==> src/rtl/logic_op_pkg.sv <==
// Shared definitions for the logic-unit sequencer: opcode map, request record
// and the opcode legality helper.
package logic_op_pkg;

  localparam int unsigned DATA_W = 8;

  localparam logic [7:0] OP_AND  = 8'h01;
  localparam logic [7:0] OP_OR   = 8'h02;
  localparam logic [7:0] OP_XOR  = 8'h03;
  localparam logic [7:0] OP_NAND = 8'h04;
  localparam logic [7:0] OP_NOR  = 8'h05;
  localparam logic [7:0] OP_XNOR = 8'h06;
  localparam logic [7:0] OP_NOT  = 8'h07;

  typedef struct packed {
    logic [7:0]        opcode;
    logic [DATA_W-1:0] a;
    logic [DATA_W-1:0] b;
  } logic_req_t;

  function automatic logic is_legal_op(input logic [7:0] op);
    return (op >= OP_AND) && (op <= OP_NOT);
  endfunction

endpackage

==> src/rtl/sync_fifo.sv <==
// Single-clock FIFO with head-of-queue read-out; full/empty derive from count.
// Push while full and pop while empty are ignored.
module sync_fifo #(
  parameter int unsigned WIDTH = 8,
  parameter int unsigned DEPTH = 4
) (
  input  logic                         clk,
  input  logic                         rst_n,
  input  logic                         flush,
  input  logic                         push,
  input  logic [WIDTH-1:0]             wdata,
  input  logic                         pop,
  output logic [WIDTH-1:0]             rdata,
  output logic [$clog2(DEPTH+1)-1:0]   count
);

  localparam int unsigned PTR_W = $clog2(DEPTH);
  localparam int unsigned CNT_W = $clog2(DEPTH + 1);
  localparam logic [PTR_W-1:0] PTR_ONE  = PTR_W'(1);
  localparam logic [CNT_W-1:0] CNT_ONE  = CNT_W'(1);
  localparam logic [CNT_W-1:0] CNT_FULL = CNT_W'(DEPTH);

  logic [WIDTH-1:0] mem_q [DEPTH];
  logic [PTR_W-1:0] wr_ptr_q, wr_ptr_d;
  logic [PTR_W-1:0] rd_ptr_q, rd_ptr_d;
  logic [CNT_W-1:0] count_q, count_d;
  logic             push_s, pop_s;

  assign push_s = push && (count_q != CNT_FULL) && !flush;
  assign pop_s  = pop && (count_q != {CNT_W{1'b0}}) && !flush;
  assign rdata  = mem_q[rd_ptr_q];
  assign count  = count_q;

  // Pointer and occupancy next-state; flush empties the queue.
  always_comb begin
    wr_ptr_d = wr_ptr_q;
    rd_ptr_d = rd_ptr_q;
    count_d  = count_q;
    if (flush) begin
      wr_ptr_d = {PTR_W{1'b0}};
      rd_ptr_d = {PTR_W{1'b0}};
      count_d  = {CNT_W{1'b0}};
    end else begin
      if (push_s) wr_ptr_d = wr_ptr_q + PTR_ONE;
      else        wr_ptr_d = wr_ptr_q;
      if (pop_s)  rd_ptr_d = rd_ptr_q + PTR_ONE;
      else        rd_ptr_d = rd_ptr_q;
      case ({push_s, pop_s})
        2'b10:   count_d = count_q + CNT_ONE;
        2'b01:   count_d = count_q - CNT_ONE;
        default: count_d = count_q;
      endcase
    end
  end

  // Control state registers.
  always_ff @(posedge clk or negedge rst_n) begin
    if (!rst_n) begin
      wr_ptr_q <= {PTR_W{1'b0}};
      rd_ptr_q <= {PTR_W{1'b0}};
      count_q  <= {CNT_W{1'b0}};
    end else begin
      wr_ptr_q <= wr_ptr_d;
      rd_ptr_q <= rd_ptr_d;
      count_q  <= count_d;
    end
  end

  // Entry storage.
  always_ff @(posedge clk or negedge rst_n) begin
    if (!rst_n) begin
      for (int i = 0; i < DEPTH; i++) mem_q[i] <= {WIDTH{1'b0}};
    end else if (push_s) begin
      mem_q[wr_ptr_q] <= wdata;
    end
  end

endmodule

==> src/rtl/logic_op_sequencer.sv <==
// Buffers logic-unit requests, issues one per cycle to the external unit and
// registers each result with zero/illegal status behind a valid/ready output.
module logic_op_sequencer
  import logic_op_pkg::*;
#(
  parameter int unsigned DEPTH = 4,
  parameter int unsigned W     = DATA_W
) (
  input  logic         clk,
  input  logic         rst_n,
  input  logic         flush,
  input  logic         in_valid,
  output logic         in_ready,
  input  logic [7:0]   in_opcode,
  input  logic [W-1:0] in_a,
  input  logic [W-1:0] in_b,
  output logic [7:0]   lu_opcode,
  output logic [W-1:0] lu_a,
  output logic [W-1:0] lu_b,
  input  logic [W-1:0] lu_y,
  output logic         out_valid,
  input  logic         out_ready,
  output logic [W-1:0] out_y,
  output logic [7:0]   out_opcode,
  output logic         out_zero,
  output logic         out_illegal,
  output logic [15:0]  issued_cnt
);

  localparam int unsigned CNT_W = $clog2(DEPTH + 1);
  localparam logic [CNT_W-1:0] CNT_FULL = CNT_W'(DEPTH);

  logic_req_t       wr_req_s, head_s;
  logic [CNT_W-1:0] fifo_count_s;
  logic             fifo_empty_s, push_s, issue_s, illegal_s;
  logic [W-1:0]     result_s;

  logic         out_valid_q, out_valid_d;
  logic [W-1:0] out_y_q, out_y_d;
  logic [7:0]   out_opcode_q, out_opcode_d;
  logic         out_zero_q, out_zero_d;
  logic         out_illegal_q, out_illegal_d;
  logic [15:0]  issued_cnt_q, issued_cnt_d;

  assign wr_req_s = '{opcode: in_opcode, a: in_a, b: in_b};

  sync_fifo #(
    .WIDTH ($bits(logic_req_t)),
    .DEPTH (DEPTH)
  ) u_req_fifo (
    .clk   (clk),
    .rst_n (rst_n),
    .flush (flush),
    .push  (push_s),
    .wdata (wr_req_s),
    .pop   (issue_s),
    .rdata (head_s),
    .count (fifo_count_s)
  );

  assign fifo_empty_s = (fifo_count_s == {CNT_W{1'b0}});
  assign in_ready     = (fifo_count_s != CNT_FULL) && !flush;
  assign push_s       = in_valid && in_ready;
  assign issue_s      = !fifo_empty_s && (!out_valid_q || out_ready) && !flush;

  // The stale head slot is masked so the logic unit sees zeros when idle.
  assign lu_opcode = fifo_empty_s ? 8'h00 : head_s.opcode;
  assign lu_a      = fifo_empty_s ? {W{1'b0}} : head_s.a;
  assign lu_b      = fifo_empty_s ? {W{1'b0}} : head_s.b;

  assign illegal_s = !is_legal_op(head_s.opcode);
  assign result_s  = illegal_s ? {W{1'b0}} : lu_y;

  // Output register next-state: flush drops the result, issue loads, consume clears.
  always_comb begin
    out_valid_d   = out_valid_q;
    out_y_d       = out_y_q;
    out_opcode_d  = out_opcode_q;
    out_zero_d    = out_zero_q;
    out_illegal_d = out_illegal_q;
    issued_cnt_d  = issued_cnt_q;
    if (flush) begin
      out_valid_d = 1'b0;
    end else if (issue_s) begin
      out_valid_d   = 1'b1;
      out_y_d       = result_s;
      out_opcode_d  = head_s.opcode;
      out_zero_d    = (result_s == {W{1'b0}});
      out_illegal_d = illegal_s;
      issued_cnt_d  = issued_cnt_q + 16'd1;
    end else if (out_valid_q && out_ready) begin
      out_valid_d = 1'b0;
    end else begin
      out_valid_d = out_valid_q;
    end
  end

  // Output and issue-counter registers.
  always_ff @(posedge clk or negedge rst_n) begin
    if (!rst_n) begin
      out_valid_q   <= 1'b0;
      out_y_q       <= {W{1'b0}};
      out_opcode_q  <= 8'h00;
      out_zero_q    <= 1'b0;
      out_illegal_q <= 1'b0;
      issued_cnt_q  <= 16'd0;
    end else begin
      out_valid_q   <= out_valid_d;
      out_y_q       <= out_y_d;
      out_opcode_q  <= out_opcode_d;
      out_zero_q    <= out_zero_d;
      out_illegal_q <= out_illegal_d;
      issued_cnt_q  <= issued_cnt_d;
    end
  end

  assign out_valid   = out_valid_q;
  assign out_y       = out_y_q;
  assign out_opcode  = out_opcode_q;
  assign out_zero    = out_zero_q;
  assign out_illegal = out_illegal_q;
  assign issued_cnt  = issued_cnt_q;

endmodule

==> config.mk <==
export PLATFORM = sky130hd
export DESIGN_NAME = logic_op_sequencer
export DESIGN_NICKNAME = d
export VERILOG_FILES = /design/src/rtl/logic_op_pkg.sv /design/src/rtl/sync_fifo.sv /design/src/rtl/logic_op_sequencer.sv
export SDC_FILE = /design/constraint.sdc
export NUM_CORES = 1
export LEC_CHECK = 0
export CAP_MARGIN = 20
export CORE_MARGIN = 5
export CORE_UTILIZATION = 38
export CTS_CLUSTER_DIAMETER = 120
export DETAILED_ROUTE_END_ITERATION = 6
export PLACE_DENSITY = 0.57
export SLEW_MARGIN = 10
export SYNTH_ARGS = -nofsm -noshare
export SYNTH_HDL_FRONTEND = slang
export SYNTH_SLANG_ARGS = --single-unit
==> constraint.sdc <==
create_clock -name clk -period 8.7 [get_ports clk]
set_clock_uncertainty 0.2 [all_clocks]
set_input_delay 2.175 -clock clk [delete_from_list [all_inputs] [get_ports clk]]
set_output_delay 2.175 -clock clk [all_outputs]
set_load 0.01 [all_outputs]
==> metrics.md <==
| Metric | Value |
|---|---|
| Outcome | `finished clean` |
| Initial DRC Count | `130` |
| Routed Antenna Nets | `0` |
| DP Wirelength | `slightly below 9 mm` |
| YS warnings | `0` |
| Hold-fix buffers, CTS | `0` |
| RD Place Congestion | `between 0.7 and 0.8` |
| Syn Inst Count | `442` |
| CP Launch Point | `flush` |
| RSZ-0062 raised after global routing | `no` |
| Hold crit path type | `reg -> reg` |
| CP Data Arrival Time | `between 3 and 4 ns` |
| Worst setup EP type | `output port` |
| Synthesized area | `~6200 µm²` |
| Root Buffer | `clkbuf_16` |
| Routed wire length | `approximately 14 mm` |
| Total of max-cap violations | `0` |
| Starting Density | `0.390` |
| Leakage power | `approximately 3.5 nW` |
| N_diodes | `0` |
| Via count | `about 4000` |
| R2r worst-path depth | `4` |
| R2R Path End | `out_y[5]` |
| Most frequent cells in the layout | `dfrtp_1, mux2_2, clkdlybuf4s50_1` |
| WHS Endpoint | `issued_cnt[15]` |
| Seq/Total Area, Yosys | `0.555` |
| Max-slew violations | `0` |
| Std cell rows | `46` |
| Peak VDD IR | `0.175 mV` |
| Setup TNS | `0 ns` |
| Largest net degree at the start of global routing | `90` |
| Vias/cell | `5.14` |
| Syn_nets | `~490` |
| Dpl cell area | `approximately 7400 µm²` |
| Synth cell types | `38` |
| CTS tree | `done` |
| GR Util met2 | `0.248` |
| H-tree depth | `4` |
| Post-CTS resize count | `0` |
| PortBufs | `between 90 and 100` |
| First-pass DRT Iterations | `4` |
| Placeable Area | `~16000 µm²` |
| Max frequency | `~170 MHz` |
| Final hold vios | `0` |
| Final instance area | `8020 µm²` |
| Hold Path Origin | `issued_cnt[15]` |
| Power Density | `roughly 380 nW/µm²` |
| Worst-path fanout max | `16` |
| Startpoint types | `primary input` |
| # fillers | `1446` |
| Layout overhead on the synthesized area | `29.0%` |
| Commonest non-fill, non-tap cell in the layout | `dfrtp_1` |
| FF+latch count, synth | `approximately 140` |
| Reg2Reg Setup Slack | `approximately 5.5 ns` |
| Reg2reg start | `u_req_fifo.rd_ptr_q[0]` |
| I/O pins | `97` |
| Global Route met3 Usage | `0.0464` |
| Slew at the pin with the worst max-slew slack | `between 0.9 and 1 ns` |
| Die Y | `between 100 and 150 µm` |
| Clk pin slew, worst setup/hold paths | `about 0.060 ns` |
| Vias in the first global route | `4327` |
| CTS buffer count | `17` |
| Final min period | `~6.0 ns` |
| Clk sinks | `approximately 140` |
| WHS Path Cells | `1` |
| Initial antenna violation count | `0` |
| Maximum root-to-sink buffer count | `2` |
| Fin crit share | `0.690` |
| Chip Width | `approximately 140 µm` |
| Nets | `approximately 580` |
| Die area | `19000 µm²` |
| Avg WL per Cell | `about 18 µm` |
| Buffer count from post-CTS setup fixing | `0` |
| WP data required | `approximately 6.3 ns` |
| Count of final setup violators | `0` |
| Busiest grt layer | `met2` |
| Rel. slew slack | `0.343` |
| Global-route wire length before repair | `around 23 mm` |
| Critical setup path kind | `in -> out` |
| Grt total ovfl | `0` |
| Drc violations | `0` |
| M1 GR Usage | `0.204` |
| Avg Cell Area, Syn | `roughly 14 µm²` |
| GRT Total Usage | `0.156` |
| Fraction of layout cells with a size suffix above 1 | `0.291` |
| Skew-Pair Late Insertion Delay | `between 0.4 and 0.5 ns` |
[where the power goes]
group	internal, mW	switching [mW]	total (mW)	leakage (nW)
combinational	0.709	0.469	1.18	1.41
clock	0.467	0.257	0.724	0.300
sequential	0.923	0.193	1.12	1.75
total	2.10	0.919	3.02	3.46
[Yosys cell counts, drive strengths merged]
cell type / count / area, µm²
a2111oi: 1 / 8.76
a211oi: 2 / 15.0
a21oi: 4 / 20.0
a22o: 8 / 70.1
and2: 27 / 169
and3: 4 / 25.0
and4: 2 / 17.5
buf: 9 / 45.0
clkbuf: 16 / 60.1
dfrtp: 138 / 3450
fa: 1 / 20.0
ha: 5 / 62.6
inv: 2 / 7.51
mux2: 96 / 1080
mux4: 24 / 556
nand2: 35 / 131
nand2b: 2 / 12.5
nand3: 8 / 40.0
nand4: 5 / 31.3
nand4b: 1 / 8.76
nor2: 7 / 26.3
nor2b: 3 / 18.8
nor3: 5 / 25.0
nor3b: 3 / 22.5
nor4: 4 / 40.0
nor4b: 1 / 15.0
o2111a: 1 / 11.3
o21ai: 4 / 20.0
o31ai: 1 / 7.51
or3: 3 / 18.8
or3b: 2 / 17.5
or4: 1 / 11.3
xnor2: 14 / 123
xor2: 3 / 26.3
[worst max-delay path, stage by stage]
cell	delay, ns
clkdlybuf4s50_1	0.69
nor2_1	0.20
clkdlybuf4s50_1	0.56
[per-stage QoR]
step	total power, mW	util	instances	setup slack (ns)	hold WS [ns]
2_1_floorplan	1.81	-	442	3.55	0.270
3_3_place_gp	2.28	0.465	738	2.67	0.259
3_5_place_dp	2.33	0.465	738	2.70	0.263
4_1_cts	3.06	0.503	770	2.69	0.277
5_1_grt	3.22	0.503	770	2.58	0.286
6_report	3.02	0.503	770	2.70	0.270
[layout make-up]
type / count / area (µm²) / share of cell area
sequential: 138 / 3450 / 0.431
multi-input combinational: 277 / 2650 / 0.331
timing repair buffer: 105 / 1030 / 0.129
clock buffer: 26 / 519 / 0.0647
tap: 216 / 270 / 0.0337
clock inverter: 6 / 83.8 / 0.0105
inverter: 2 / 7.51 / 0.000936
[kinds of logic (layout without fill, tap and decap cells)]
group | after synthesis | in the layout | share of synthesized area
compound gates | 21 | 21 | 0.0246
xor+xnor | 17 | 17 | 0.0239
fa+ha+maj | 6 | 6 | 0.0133
buf+inv | 27 | 139 | 0.0181
flops | 138 | 138 | 0.555
mux | 120 | 120 | 0.263
simple gates | 113 | 113 | 0.101
[metal layers]
layer,share of wire,wire (µm)
met2,0.47,6480
met3,0.059,814
met1,0.46,6290
met5,0,0
met4,0.012,167
[registers in the layout, summed over array words and instances (netlist names)]
register,cells
issued_cnt,16
out_illegal,1
out_opcode,8
out_valid,1
out_y,8
out_zero,1
u_req_fifo.count,3
u_req_fifo.mem_q,96
u_req_fifo.rd_ptr_q,2
u_req_fifo.wr_ptr_q,2
[worst max path at each step]
stage,to,slack [ns],cells after the start
floorplan,in_ready,3.55,3
global placement,in_ready,2.67,3
detailed placement,in_ready,2.70,3
CTS,in_ready,2.69,3
global route,in_ready,2.58,3
finish,in_ready,2.70,3
(Power assumes the default switching activity.)
